`src/rtl/if_fetch_stage.sv`:
```
// Small FIFO with a synchronous flush. It is used for both the instruction queue and the PC queue.
// Latency: a pushed word appears at the head in the cycle after the write edge.
// Backpressure: none. The caller's credit accounting keeps it from overflowing. A push to a full FIFO lands only when a pop happens in the same cycle.
module if_fetch_fifo #(
  parameter int W     = 32,
  parameter int DEPTH = 2
) (
  input  logic                   clk,
  input  logic                   rstn,
  input  logic                   flush,
  input  logic                   push_vld,
  input  logic [W-1:0]           push_dat,
  input  logic                   pop_rdy,
  output logic [W-1:0]           head_dat,
  output logic [$clog2(DEPTH):0] count
);
  localparam int AW = $clog2(DEPTH);
  localparam logic [AW:0] FULL = (AW+1)'(DEPTH);

  logic [W-1:0]  mem_q [DEPTH];
  logic [W-1:0]  mem_d [DEPTH];
  logic [AW-1:0] rd_ptr_q, rd_ptr_d;
  logic [AW-1:0] wr_ptr_q, wr_ptr_d;
  logic [AW:0]   cnt_q, cnt_d;
  logic          do_push, do_pop;

  // Next pointers, count and storage. A flush empties the FIFO whatever else is requested.
  always_comb begin
    do_pop   = pop_rdy && (cnt_q != '0);
    do_push  = push_vld && ((cnt_q != FULL) || do_pop);
    mem_d    = mem_q;
    rd_ptr_d = rd_ptr_q;
    wr_ptr_d = wr_ptr_q;
    cnt_d    = cnt_q;
    if (flush) begin
      rd_ptr_d = '0;
      wr_ptr_d = '0;
      cnt_d    = '0;
    end else begin
      if (do_push) begin
        mem_d[wr_ptr_q] = push_dat;
        wr_ptr_d        = wr_ptr_q + 1'b1;
      end
      if (do_pop) begin
        rd_ptr_d = rd_ptr_q + 1'b1;
      end
      cnt_d = cnt_q + (AW+1)'(do_push) - (AW+1)'(do_pop);
    end
  end

  // FIFO state registers.
  always_ff @(posedge clk or negedge rstn) begin
    if (!rstn) begin
      for (int i = 0; i < DEPTH; i++) mem_q[i] <= '0;
      rd_ptr_q <= '0;
      wr_ptr_q <= '0;
      cnt_q    <= '0;
    end else begin
      mem_q    <= mem_d;
      rd_ptr_q <= rd_ptr_d;
      wr_ptr_q <= wr_ptr_d;
      cnt_q    <= cnt_d;
    end
  end

  assign head_dat = mem_q[rd_ptr_q];
  assign count    = cnt_q;
endmodule

// Instruction fetch front end. It owns the PC, issues in-order word requests, and queues the returned instructions with their PCs for decode.
// Latency: a request is issued at fire cycle T. Its response arrives at T+1 at the earliest and reaches decode one cycle after it arrives.
// Backpressure: a request is issued only while outstanding + drop + queued < BUF_DEPTH. id_ready=0 holds the head. imem_req_ready=0 holds the address.
module if_fetch_stage #(
  parameter logic [31:0] RESET_PC  = 32'h0000_0000,
  parameter int          BUF_DEPTH = 2,
  parameter logic [31:0] NOP_INST  = 32'h0000_0013
) (
  input  logic        clk,
  input  logic        rstn,
  output logic        imem_req_valid,
  input  logic        imem_req_ready,
  output logic [31:0] imem_addr,
  input  logic        imem_resp_valid,
  input  logic [31:0] imem_resp_data,
  input  logic        redirect_valid,
  input  logic [31:0] redirect_pc,
  output logic        id_valid,
  input  logic        id_ready,
  output logic [31:0] id_inst,
  output logic [31:0] id_pc
);
  localparam int          CW      = $clog2(BUF_DEPTH) + 1;
  localparam logic [CW:0] CREDITS = (CW+1)'(BUF_DEPTH);

  logic [31:0]   pc_q, pc_d;
  logic [CW-1:0] out_q, out_d;    // requests fired whose response is still owed to the queue
  logic [CW-1:0] drop_q, drop_d;  // stale responses still to be discarded after a redirect
  logic [CW-1:0] iq_count, pq_count;
  logic [63:0]   iq_head;
  logic [31:0]   pq_head;
  logic [CW:0]   credit_used;
  logic          req_fire, resp_drop, resp_keep, id_pop;

  // Credit check, handshakes and the decode view of the queue head.
  always_comb begin
    credit_used    = {1'b0, out_q} + {1'b0, drop_q} + {1'b0, iq_count};
    imem_req_valid = rstn && !redirect_valid && (credit_used < CREDITS);
    imem_addr      = pc_q;
    req_fire       = imem_req_valid && imem_req_ready;
    resp_drop      = imem_resp_valid && (drop_q != '0);
    // A response is kept only when a recorded request address exists to pair with it.
    // A leftover response from before reset therefore finds the PC queue empty and is ignored.
    resp_keep      = imem_resp_valid && (drop_q == '0) && (pq_count != '0) && !redirect_valid;
    id_valid       = (iq_count != '0);
    id_pop         = id_valid && id_ready;
    id_inst        = id_valid ? iq_head[63:32] : NOP_INST;
    id_pc          = id_valid ? iq_head[31:0]  : 32'h0;
  end

  // Next PC and in-flight accounting. A redirect turns everything outstanding into drops.
  always_comb begin
    pc_d   = pc_q;
    out_d  = out_q;
    drop_d = drop_q;
    if (redirect_valid) begin
      pc_d   = redirect_pc & ~32'h3;
      out_d  = '0;
      drop_d = drop_q + out_q
             - CW'(imem_resp_valid && ((drop_q != '0) || (out_q != '0)));
    end else begin
      if (req_fire) pc_d = pc_q + 32'd4;
      out_d  = out_q + CW'(req_fire) - CW'(resp_keep);
      drop_d = drop_q - CW'(resp_drop);
    end
  end

  // PC and counter registers.
  always_ff @(posedge clk or negedge rstn) begin
    if (!rstn) begin
      pc_q   <= RESET_PC;
      out_q  <= '0;
      drop_q <= '0;
    end else begin
      pc_q   <= pc_d;
      out_q  <= out_d;
      drop_q <= drop_d;
    end
  end

  if_fetch_fifo #(.W(32), .DEPTH(BUF_DEPTH)) u_pc_fifo (
    .clk      (clk),
    .rstn     (rstn),
    .flush    (redirect_valid),
    .push_vld (req_fire),
    .push_dat (pc_q),
    .pop_rdy  (resp_keep),
    .head_dat (pq_head),
    .count    (pq_count)
  );

  if_fetch_fifo #(.W(64), .DEPTH(BUF_DEPTH)) u_inst_fifo (
    .clk      (clk),
    .rstn     (rstn),
    .flush    (redirect_valid),
    .push_vld (resp_keep),
    .push_dat ({imem_resp_data, pq_head}),
    .pop_rdy  (id_pop),
    .head_dat (iq_head),
    .count    (iq_count)
  );
endmodule

```
`config.mk`:
```
export PLATFORM = sky130hd
export DESIGN_NAME = if_fetch_stage
export DESIGN_NICKNAME = d
export VERILOG_FILES = /design/src/rtl/if_fetch_stage.sv
export SDC_FILE = /design/constraint.sdc
export NUM_CORES = 1
export LEC_CHECK = 0
export ABC_AREA = 1
export ABC_CLOCK_PERIOD_IN_PS = 3500
export CAP_MARGIN = 40
export CORE_ASPECT_RATIO = 0.6
export CORE_UTILIZATION = 40
export DETAILED_ROUTE_END_ITERATION = 7
export PLACE_DENSITY = 0.6
export SLEW_MARGIN = 0
export SYNTH_ARGS = -nofsm -noshare
export SYNTH_HDL_FRONTEND = slang
export SYNTH_HIERARCHICAL = 1
export SYNTH_SLANG_ARGS = --single-unit
```
`constraint.sdc`:
```
create_clock -name clk -period 3.5 [get_ports clk]
set_input_delay 0.525 -clock clk [delete_from_list [all_inputs] [get_ports clk]]
set_output_delay 0.525 -clock clk [all_outputs]
set_load 0.1 [all_outputs]
```
==> results summary <==
The run finished with clean final reports. The worst setup path is of the flip-flop to primary output kind. The number of max-slew violations in the final report was 0. The chip height is 141.6 microns. The congestion estimate from routability-driven global placement came to 0.8012. After detailed placement, the design holds a cell count of 2284. The number of hold-slack violations in the final timing report is 0.

The number of primary I/O pins is 168. The synthesized netlist occupies a cell area of 12990 sq um. On the critical path, the stage with the largest delay is an instance of dfrtp_1.

The H-tree depth came out at 1. The clock network latency to the later pin of the worst-skew pair came out at 550 ps. After synthesis, the largest family of logic cells by area is simple AND/OR/NAND/NOR gates.

The number of synthesized register bits came out at 234. The maximum VDD drop is 0.3892 mV. Counting flops with a built-in enable in the synthesized netlist gives 0. For flop-to-flop paths, the worst setup slack is 500 ps.

The root buffer cell is clkbuf_16. Once detailed placement completed, the half-perimeter wirelength came to 23.24 mm. The post-synthesis average cell area came out at 7.287 sq um. For this run, the leading register cell type out of synthesis is dfrtp_1. The internal power came out at 5312 uW.

The share of total power in combinational logic is 25.9%. The final cell count without fillers is 2326. After clock tree synthesis, the clock-pin slew on the worst setup and hold paths is 60 ps.

The share of total power dissipated in the clock network is 30.8%. TritonCTS built the clock tree. Setup repair after global routing left no endpoint under its margin. The minimum clock period after layout came out at 3228 ps.

Buffers placed on the I/O ports in this run total 163. In the final layout, the share of cells above drive strength 1 is 10.63%. At the end of the flow, the number of nets in the layout was 1980.

The number of antenna cells inserted came out at 0. The switching share of power is 35.51%. The required time of the critical path came out at 2970 ps. After floorplanning, the core was divided into 50 placement rows.

Prior to clock tree synthesis, the placed netlist has a worst setup slack of 515.4 ps. The die covers 33230 sq um. The largest net degree at the start of global routing came out at 136. The met1 routed wirelength after detailed routing came out at 18.24 mm. Global routing used 22.91% of the available tracks across all layers. The async set-reset flop share out of synthesis came out at 100.0%. The most numerous cell type found on the critical path is inv_1. The signal on the critical path passes through inv_1 -> fa_1 -> inv_1 -> ha_1 -> nand3b_1 -> nor2_1 -> buf_12. For this block, the initial DRC count from the detailed router was 876.

The final worst hold slack came out at 467.3 ps. The highest metal layer used by the detailed router is met4. Data arrives at the worst endpoint at 2700 ps. The share of power burned in registers came out at 43.3%. The worst setup path is launched from a flip-flop. After filler insertion, the fill cell instance count of the layout stands at 3135.

The maximum single-stage delay on the critical path is 510 ps. The initial antenna violation count came out at 0. The number of different library cells in the post-synthesis netlist came out at 35. Compared with the post-synthesis result, the final layout area differs by 21.23%. For this run the aggregate overflow at the end of global routing stands at 0. The clock sink total is 234. The total detailed-routing wirelength came out at 37.52 mm. Setup violations remaining at the end of the flow were counted as 0. The number of detailed-routing iterations run before antenna repair came out at 7.

After synthesis, the share of cell area in mux cells is 0%. In the final routed layout, each cell accounts on average for 16.13 microns. Based on the critical path, the design can be clocked at up to 309.8 MHz.

The global-route wire length before repair came out at 61.76 mm. The XOR/XNOR share of the synthesized area is 0.8763%. The count of warnings emitted by yosys came out at 6. At the pin with the least slew margin, the transition time is 874.6 ps. Counting the buffers created by CTS gives 25. In the finished design, the share of the clock period the worst path needs comes to 92.24%.

The utilization after layout is 49.96%. In the detailed route, the total length drawn on met2 is 16.59 mm. The post-detailed-route DRC marker count came out at 0.

The number of max-capacitance violations reported is 0. Summing the areas of all compound-gate instances in the mapped netlist gives 0.7897% of the synthesized area. The horizontal die dimension came out at 234.7 microns. Of all nets on the critical path, the largest fanout is 6.

Of the total synthesized cell area, the portion taken by full adders, half adders and majority gates is 1.406%. The register area share after synthesis is 45.07%. The worst pin sits at a relative slew slack of 41.69%. The number of standard cells after synthesis came out at 1783.

The synthesized netlist devotes 42.20% of its cell area to simple gates. The routed length on met3 is 2.074 mm. The count of nets left with antenna violations after detail routing came out at 0.

The tightest min-delay check is of the flip-flop to flip-flop type. The via count of the first global-routing pass is 11493. STA classifies the critical path endpoint as a primary output. The analysis attributes to cell leakage a power of 0.008286 uW. The final worst setup slack came out at 271.6 ps. For this configuration, the core starts out at a cell density of 41.21%. The analysis attributes to net switching a power of 2925 uW.

The largest buffer count on any clock path came out at 3. The power density normalized to cell area came out at 522.9 nW/um^2. The ratio of routed vias to standard cells came out at 5.135. For the final routed database, the setup TNS stands at 0 ps. Summing over every cut layer, the via total after detailed routing is 11945. The core box area came out at 31530 sq um.

On the final layout, the worst clock skew is 32.71 ps.
state kept, by name, indices dropped and copies added (netlist names):
signal and cells:
u_pc_fifo/count 2, u_pc_fifo/rd_ptr_q 1, u_inst_fifo/count 2, u_pc_fifo/wr_ptr_q 1, out_q 2, u_pc_fifo/mem_q 64, u_inst_fifo/wr_ptr_q 1, u_inst_fifo/mem_q 128
drop_q 2, imem_addr 30, u_inst_fifo/rd_ptr_q 1
critical path: cells and delay by family, from the launching register on:
| kind | cells | cell delay (ps) |
|---|---|---|
| fa+ha+maj | 2 | 760 |
| buf+inv | 3 | 370 |
| flops | 1 | 510 |
| simple gates | 2 | 500 |
logic make-up after synthesis:
group	count (synthesis)
compound gates	16
xor+xnor	13
fa+ha+maj	14
buf+inv	258
flops	234
other cells	1
simple gates	1247
power by group through the flow:
stage / Combinational, uW / Sequential, uW / Clock, uW
after CTS: 2160 / 3570 / 2610
after floorplan: 1120 / 3910 / 0
after global placement: 2030 / 3590 / 0
final: 2130 / 3570 / 2540
after global routing: 2410 / 3630 / 2730
after detailed placement: 2150 / 3610 / 0
synthesized netlist by cell type (all sizes together), types with 3 or more instances:
library cell,number,area (sq um)
dfrtp,234,5856
xnor2,9,78.83
buf,111,699.4
nand3,84,457.9
nand2,845,3199
xor2,4,35.03
a21oi,3,15.01
o21ai,4,20.02
clkbuf,13,48.80
nand4,193,1207
ha,13,162.7
nor2,115,550.5
o21bai,7,52.55
or2,4,25.02
inv,134,503.0
path summary, 6_finish.rpt:
kind,startpoint,end,cells after the start
min reg2reg,u_inst_fifo/mem_q[68]$_DFFE_PN0P_,u_inst_fifo/mem_q[68]$_DFFE_PN0P_,2
min,u_inst_fifo/mem_q[68]$_DFFE_PN0P_,u_inst_fifo/mem_q[68]$_DFFE_PN0P_,2
max in group asynchronous,rstn,u_inst_fifo/mem_q[74]$_DFFE_PN0P_,3
max reg2reg,u_inst_fifo/count[1]$_DFF_PN0_,u_pc_fifo/count[1]$_DFF_PN0_,13
min in group asynchronous,rstn,imem_addr[6]$_DFFE_PN0P_,2
max,u_inst_fifo/count[1]$_DFF_PN0_,imem_req_valid,7
through the flow:
stage	cell area, sq um	total power [uW]
CTS	15750	8330
finish	15750	8237
global route	15750	8768
global placement	14780	5621
detailed placement	14980	5755
floorplan	13010	5024
cells in the final DEF, fill, tap and decap left out, types with 4 or more instances in the layout:
cell,Yosys,final
buf_12,0,26
buf_4,14,86
buf_8,5,13
clkbuf_1,13,6
clkbuf_16,0,25
clkbuf_8,0,6
clkdlybuf4s50_1,0,77
conb_1,1,6
dfrtp_1,234,233
ha_1,13,13
inv_1,128,127
inv_2,6,7
nand2_1,840,840
nand3_1,78,78
nand3_2,5,4
nand4_1,193,193
nor2_1,100,98
nor2_4,8,11
o21ai_0,4,4
o21bai_1,7,7
or2_2,4,4
xnor2_1,9,9
xor2_1,4,4
per-layer routing:
| layer | up-vias | track usage (%) |
|---|---|---|
| met5 | - | 0 |
| met4 | 0 | 4.640 |
| met3 | 53 | 3.482 |
| met2 | 309 | 35.89 |
| met1 | 5705 | 33.60 |
| li1 | 5878 | - |
area by class of cell:
type / count / area, sq um / area share [%]
clock inverter: 4 / 27.53 / 0.1748
clock buffer: 37 / 730.7 / 4.639
tap: 416 / 520.5 / 3.304
timing repair buffer: 205 / 2175 / 13.81
multi-input combinational: 1296 / 5938 / 37.70
sequential: 234 / 5857 / 37.18
inverter: 134 / 503.0 / 3.193
what timing repair did:
action / 4_1_cts / 5_1_grt
endpoints found under the hold margin: 38 / 0
endpoints found under the setup margin: 0 / 0
setup buffers: 0 / 0
resized for setup: 0 / 0
hold buffers: 1 / 0
(Power assumes the default switching activity.)
